File: config.mk
export PLATFORM = sky130hd
export DESIGN_NAME = datapath_ctrl
export DESIGN_NICKNAME = d
export VERILOG_FILES = /design/src/rtl/datapath_ctrl.sv
export SDC_FILE = /design/constraint.sdc
export NUM_CORES = 1
export LEC_CHECK = 0
export CAP_MARGIN = 25
export CORE_MARGIN = 4
export CORE_UTILIZATION = 38
export DETAILED_ROUTE_END_ITERATION = 12
export GPL_TIMING_DRIVEN = 0
export PLACE_DENSITY_LB_ADDON = 0.3
export SLEW_MARGIN = 40
export SYNTH_ARGS = -nofsm -noshare
export SYNTH_HDL_FRONTEND = slang
export SYNTH_SLANG_ARGS = --single-unit
File: constraint.sdc
create_clock -name wb_clk_i -period 4.48 [get_ports wb_clk_i]
set_input_delay 0.672 -clock wb_clk_i [delete_from_list [all_inputs] [get_ports wb_clk_i]]
set_output_delay 0.672 -clock wb_clk_i [all_outputs]
set_load 0.01 [all_outputs]
File: src/rtl/datapath_ctrl.sv
// Sequencing controller for a register-file + adder datapath.
// Each command goes READ -> EXEC -> WB, which gives one operation every four cycles.
module datapath_ctrl #(
    parameter int ADDR_W = 4,
    parameter int DATA_W = 32
) (
    input  logic              wb_clk_i,
    input  logic              wb_rst_i,
    input  logic              cmd_valid,
    output logic              cmd_ready,
    input  logic [1:0]        cmd_op,
    input  logic [ADDR_W-1:0] cmd_rd,
    input  logic [ADDR_W-1:0] cmd_rs1,
    input  logic [ADDR_W-1:0] cmd_rs2,
    input  logic [DATA_W-1:0] cmd_imm,
    output logic [ADDR_W-1:0] rf_ra1,
    output logic [ADDR_W-1:0] rf_ra2,
    input  logic [DATA_W-1:0] rf_rd1,
    input  logic [DATA_W-1:0] rf_rd2,
    output logic              rf_we,
    output logic [ADDR_W-1:0] rf_wa,
    output logic [DATA_W-1:0] rf_wd,
    output logic [DATA_W-1:0] add_a,
    output logic [DATA_W-1:0] add_b,
    output logic              add_cin,
    input  logic [DATA_W-1:0] add_sum,
    input  logic              add_cout,
    output logic              done,
    output logic [DATA_W-1:0] result,
    output logic              cout_flag,
    output logic [15:0]       op_count
);

    typedef enum logic [1:0] {
        ST_IDLE = 2'd0,
        ST_READ = 2'd1,
        ST_EXEC = 2'd2,
        ST_WB   = 2'd3
    } state_t;

    localparam logic [1:0] OP_ADD  = 2'b00;
    localparam logic [1:0] OP_SUB  = 2'b01;
    localparam logic [1:0] OP_ADDI = 2'b10;
    localparam logic [1:0] OP_LDI  = 2'b11;

    state_t              state_r;
    state_t              state_next_s;
    logic                handshake_s;

    // Latched command fields; rs1/rs2 drive the read ports directly so
    // the addresses are stable from the handshake edge onwards.
    logic [1:0]          op_r;
    logic [ADDR_W-1:0]   rd_r;
    logic [ADDR_W-1:0]   rs1_r;
    logic [ADDR_W-1:0]   rs2_r;
    logic [DATA_W-1:0]   imm_r;

    logic                cmd_ready_r;
    logic                rf_we_r;
    logic                done_r;
    logic [ADDR_W-1:0]   rf_wa_r;
    logic [DATA_W-1:0]   rf_wd_r;
    logic                carry_r;
    logic [DATA_W-1:0]   add_a_r;
    logic [DATA_W-1:0]   add_b_r;
    logic                add_cin_r;
    logic [DATA_W-1:0]   result_r;
    logic                cout_flag_r;
    logic [15:0]         op_count_r;

    logic [DATA_W-1:0]   add_a_next_s;
    logic [DATA_W-1:0]   add_b_next_s;
    logic                add_cin_next_s;

    assign handshake_s = cmd_valid & cmd_ready_r;

    // Next-state decode: only IDLE waits, the rest of the sequence is fixed.
    always_comb begin
        state_next_s = state_r;
        case (state_r)
            ST_IDLE: begin
                if (handshake_s) begin
                    state_next_s = ST_READ;
                end else begin
                    state_next_s = ST_IDLE;
                end
            end
            ST_READ: state_next_s = ST_EXEC;
            ST_EXEC: state_next_s = ST_WB;
            ST_WB:   state_next_s = ST_IDLE;
            default: state_next_s = ST_IDLE;
        endcase
    end

    // Adder operand select, registered at the READ->EXEC edge so the operands
    // (opA/opB as read from the register file) are presented throughout EXEC.
    always_comb begin
        add_a_next_s   = {DATA_W{1'b0}};
        add_b_next_s   = {DATA_W{1'b0}};
        add_cin_next_s = 1'b0;
        if (state_r == ST_READ) begin
            case (op_r)
                OP_ADD: begin
                    add_a_next_s = rf_rd1;
                    add_b_next_s = rf_rd2;
                end
                OP_SUB: begin
                    add_a_next_s   = rf_rd1;
                    add_b_next_s   = ~rf_rd2;
                    add_cin_next_s = 1'b1;
                end
                OP_ADDI: begin
                    add_a_next_s = rf_rd1;
                    add_b_next_s = imm_r;
                end
                OP_LDI: begin
                    add_b_next_s = imm_r;
                end
                default: begin
                    add_a_next_s   = {DATA_W{1'b0}};
                    add_b_next_s   = {DATA_W{1'b0}};
                    add_cin_next_s = 1'b0;
                end
            endcase
        end else begin
            add_a_next_s   = {DATA_W{1'b0}};
            add_b_next_s   = {DATA_W{1'b0}};
            add_cin_next_s = 1'b0;
        end
    end

    // State register, command latch and all registered outputs.
    always_ff @(posedge wb_clk_i) begin
        if (wb_rst_i) begin
            state_r     <= ST_IDLE;
            cmd_ready_r <= 1'b1;
            op_r        <= 2'b00;
            rd_r        <= {ADDR_W{1'b0}};
            rs1_r       <= {ADDR_W{1'b0}};
            rs2_r       <= {ADDR_W{1'b0}};
            imm_r       <= {DATA_W{1'b0}};
            rf_we_r     <= 1'b0;
            done_r      <= 1'b0;
            rf_wa_r     <= {ADDR_W{1'b0}};
            rf_wd_r     <= {DATA_W{1'b0}};
            carry_r     <= 1'b0;
            add_a_r     <= {DATA_W{1'b0}};
            add_b_r     <= {DATA_W{1'b0}};
            add_cin_r   <= 1'b0;
            result_r    <= {DATA_W{1'b0}};
            cout_flag_r <= 1'b0;
            op_count_r  <= 16'h0000;
        end else begin
            state_r     <= state_next_s;
            cmd_ready_r <= (state_next_s == ST_IDLE);
            add_a_r     <= add_a_next_s;
            add_b_r     <= add_b_next_s;
            add_cin_r   <= add_cin_next_s;
            rf_we_r     <= (state_r == ST_EXEC);
            done_r      <= (state_r == ST_EXEC);

            if (handshake_s) begin
                op_r  <= cmd_op;
                rd_r  <= cmd_rd;
                rs1_r <= cmd_rs1;
                rs2_r <= cmd_rs2;
                imm_r <= cmd_imm;
            end else begin
                op_r  <= op_r;
                rd_r  <= rd_r;
                rs1_r <= rs1_r;
                rs2_r <= rs2_r;
                imm_r <= imm_r;
            end

            // The write-port data register doubles as the captured sum.
            if (state_r == ST_EXEC) begin
                rf_wa_r <= rd_r;
                rf_wd_r <= add_sum;
                carry_r <= add_cout;
            end else begin
                rf_wa_r <= rf_wa_r;
                rf_wd_r <= rf_wd_r;
                carry_r <= carry_r;
            end

            if (state_r == ST_WB) begin
                result_r    <= rf_wd_r;
                cout_flag_r <= carry_r;
                op_count_r  <= op_count_r + 16'h0001;
            end else begin
                result_r    <= result_r;
                cout_flag_r <= cout_flag_r;
                op_count_r  <= op_count_r;
            end
        end
    end

    assign cmd_ready = cmd_ready_r;
    assign rf_ra1    = rs1_r;
    assign rf_ra2    = rs2_r;
    assign rf_we     = rf_we_r;
    assign rf_wa     = rf_wa_r;
    assign rf_wd     = rf_wd_r;
    assign add_a     = add_a_r;
    assign add_b     = add_b_r;
    assign add_cin   = add_cin_r;
    assign done      = done_r;
    assign result    = result_r;
    assign cout_flag = cout_flag_r;
    assign op_count  = op_count_r;

endmodule

==> impl_metrics.py <==
metrics = {
    "layout": {
        "nets": 1254,
        "n_fill_cell": 1613,
        "drive_above_1_share": 0.04924,
        "area_growth_pct": 56.70,
    },
    "critical_path": {
        "critPathArrivalTime_ns": 2.66,
        "reg2reg_depth": 5,
        "cp_max_fo": 10,
        "reg2reg_to": "rf_ra1[0]",
        "cp.required_ns": 4.89,
        "regToRegSetupSlack_ns": 2.49,
        "rr_startpoint": "cmd_ready",
        "cp-end-kind": "flip-flop",
        "crit_type": "in2reg",
        "critPathSlowestCell": "clkbuf_1",
        "critPathLaunchType": "input port",
        "crit_path_frequent_cell": "clkbuf_1",
        "worstPathCellList": "clkdlybuf4s50_1, and2_1, clkbuf_1, clkbuf_1, nand2_1, a21oi_1",
        "max_stage_delay_ns": 0.57,
    },
    "floorplanning": {
        "fp.dieH_um": 145.6,
        "dieArea_um2": 21180,
        "die_w_um": 145.6,
        "core_area_um2": 18640,
        "num_rows": 50,
        "start_util": 0.3856,
        "ios": 307,
    },
    "cts": {
        "cts_buffers": 22,
        "cts-root-buf": "clkbuf_16",
        "clock_latency_ns": 0.49,
        "htreeDepth": 1,
        "cts_buffer_depth": 3,
        "cts_tree": "built",
        "cts-resized-gates": 0,
        "hold_buffers": 0,
        "cts_setup_buffers": 0,
        "clock-sinks": 201,
        "path_clk_slew_ns": 0.06,
    },
    "power": {
        "total_power_w": 0.004541,
        "p_leak_nw": 4.163,
        "power_density_nw_per_um2": 403.1,
        "ir_worst_vdd_mv": 0.2650,
    },
    "timing": {
        "post-route-period-util": 0.5019,
        "timing_hold_violations_final": 0,
        "setup_tns_ns": 0,
        "maxSlewViolCount": 0,
        "fmax_ghz": 0.4447,
        "rsz0062_at_grt": "no",
        "fin_skew_ns": 0.007319,
        "fin_crit_ns": 2.248,
        "worst_pin_slew_ns": 0.6648,
        "slew_headroom": 0.5568,
        "setup_viol": 0,
    },
    "yosys": {
        "synth.area.top_cells": "dfxtp_1, mux2i_1, nor2_1, a21oi_1, nand2_1",
        "synth_area_leader_cell": "dfxtp_1",
        "synthArstFlopShare": 0,
        "ys_seq_elements": 201,
        "synth_common_cells": "dfxtp_1, nor2_1, nand2_1",
        "synth_edf_count": 0,
        "syn_inst": 773,
        "ys_seq_area_frac": 0.5597,
        "synth_fp_nets": 924,
        "synth_top_flop_cell": "dfxtp_1",
        "synth.avg_cell_area_um2": 9.301,
        "synth.top_cell.area_share": 0.5597,
        "syn_area_um2": 7189,
        "yosysMostFrequentCell": "dfxtp_1",
        "synth_cell_types": 29,
        "synth_warnings": 0,
    },
    "drt": {
        "vias_per_cell": 4.666,
        "drc": 0,
        "post_drt_wl_per_cell_um": 15.98,
        "ant_nets": 0,
        "dr.pass1.iters": 6,
        "drt_iter0_markers": 228,
        "wirelength_um": 21600,
        "vias": 6308,
    },
    "global_route": {
        "first_global_vias": 6282,
        "grt_max_degree": 14,
        "grtUsageTotal": 0.1974,
        "antenna_found_initial": 1,
        "grt-ovfl-total": 0,
        "grt_pass1_wl_um": 34350,
    },
    "worst_hold_path": {
        "hp-start": "rf_ra1[3]",
        "holdPathStages": 2,
        "hp-class": "reg2reg",
        "min_to": "rf_ra1[3]",
    },
    "run_status": {
        "status": "completed",
    },
    "run": {
        "cap_violations": 0,
    },
    "placement": {
        "hpwl_um": 16070,
        "globalplace.congestion": 0.8783,
        "io_buffers": 306,
    },
}
==> where the power goes <==
part           internal [W]  switching (W)  leakage (nW)  total, W
combinational      0.000414       0.000383          2.17  0.000797
sequential          0.00191      0.0000659          1.63   0.00197
clock               0.00107       0.000698         0.358   0.00177
total               0.00339        0.00115          4.16   0.00454
==> registers in the layout (all words and copies together) (netlist names) <==
register	cells
rf_wa	4
cmd_ready	1
rf_ra1	4
result	32
carry_r	1
rf_ra2	4
add_a	32
op_r	2
rd_r	4
add_cin	1
op_count	16
add_b	32
state_r	2
imm_r	32
rf_wd	32
done	1
cout_flag	1
==> logic make-up (layout without fill, tap and decap cells) <==
| family | Yosys count | in the layout | share of synthesized area |
|---|---|---|---|
| multiplexers | 75 | 75 | 0.1049 |
| adder cells (fa/ha/maj) | 5 | 5 | 0.008702 |
| flip-flops | 201 | 201 | 0.5597 |
| AND/OR/NAND/NOR | 311 | 311 | 0.1850 |
| buffers and inverters | 56 | 400 | 0.03220 |
| AO/OA/AOI/OAI | 83 | 83 | 0.05830 |
| XOR/XNOR | 42 | 42 | 0.05117 |
| other | 0 | 1 | 0 |
==> final cells by class <==
cell class,instances,area [um2],area share
diodes,1,2.502,0.0002221
well taps,234,292.8,0.02599
clock inverters,6,58.81,0.005220
clock buffers,32,659.4,0.05853
plain buffers,53,220.2,0.01955
inverters,3,11.26,0.0009996
repair buffers,306,3063,0.2719
flip-flops and latches,201,4024,0.3572
multi-input cells,516,2934,0.2604
==> through the flow <==
stage | hold slack (ns) | util | cells | area (um2) | worst slack, ns
after floorplan | 0.4360 | - | 773 | 7189 | 2.837
after global placement | 0.4409 | 0.5656 | 1313 | 10550 | 1.708
after detailed placement | 0.4465 | 0.5656 | 1313 | 10550 | 1.665
after CTS | 0.4549 | 0.6042 | 1351 | 11260 | 2.164
after global routing | 0.4685 | 0.6043 | 1352 | 11270 | 2.078
final | 0.4499 | 0.6043 | 1352 | 11270 | 2.232
==> placed cells by master (no fill, tap or decap), types with 6 or more instances in the layout <==
| master | netlist | final |
|---|---|---|
| clkbuf_1 | 35 | 39 |
| nor2b_1 | 6 | 6 |
| xnor2_1 | 36 | 36 |
| dfxtp_1 | 201 | 201 |
| mux2i_1 | 72 | 72 |
| buf_2 | 14 | 14 |
| clkbuf_16 | 0 | 23 |
| and2_1 | 33 | 33 |
| a21oi_1 | 81 | 81 |
| nand2_1 | 98 | 98 |
| clkdlybuf4s50_1 | 0 | 306 |
| xor2_1 | 6 | 6 |
| nor2_1 | 151 | 151 |
==> per-layer routing <==
metal,up-vias,routed length (um),track usage
met5,-,0,0
met4,0,535,0.05271
met3,38,2129,0.07163
met2,245,10050,0.3368
met1,2864,8886,0.2364
li1,3161,-,-
==> worst max-delay path, delay by kind of cell <==
kind | cells | cell delay (ns)
compound gates | 1 | 0.15
buf+inv | 3 | 1.49
simple gates | 2 | 0.34
==> worst max path at each step <==
stage                      startpoint      endpoint  cells after the start
after floorplan           op_count[0]  op_count[12]                      5
after detailed placement    cmd_valid     rf_ra1[0]                      6
after CTS                   cmd_valid     rf_ra1[0]                      6
final                       cmd_valid     rf_ra1[0]                      6
after global placement      cmd_valid     rf_ra1[0]                      6
after global routing        cmd_valid     rf_ra1[0]                      6
(Power assumes the default switching activity.)
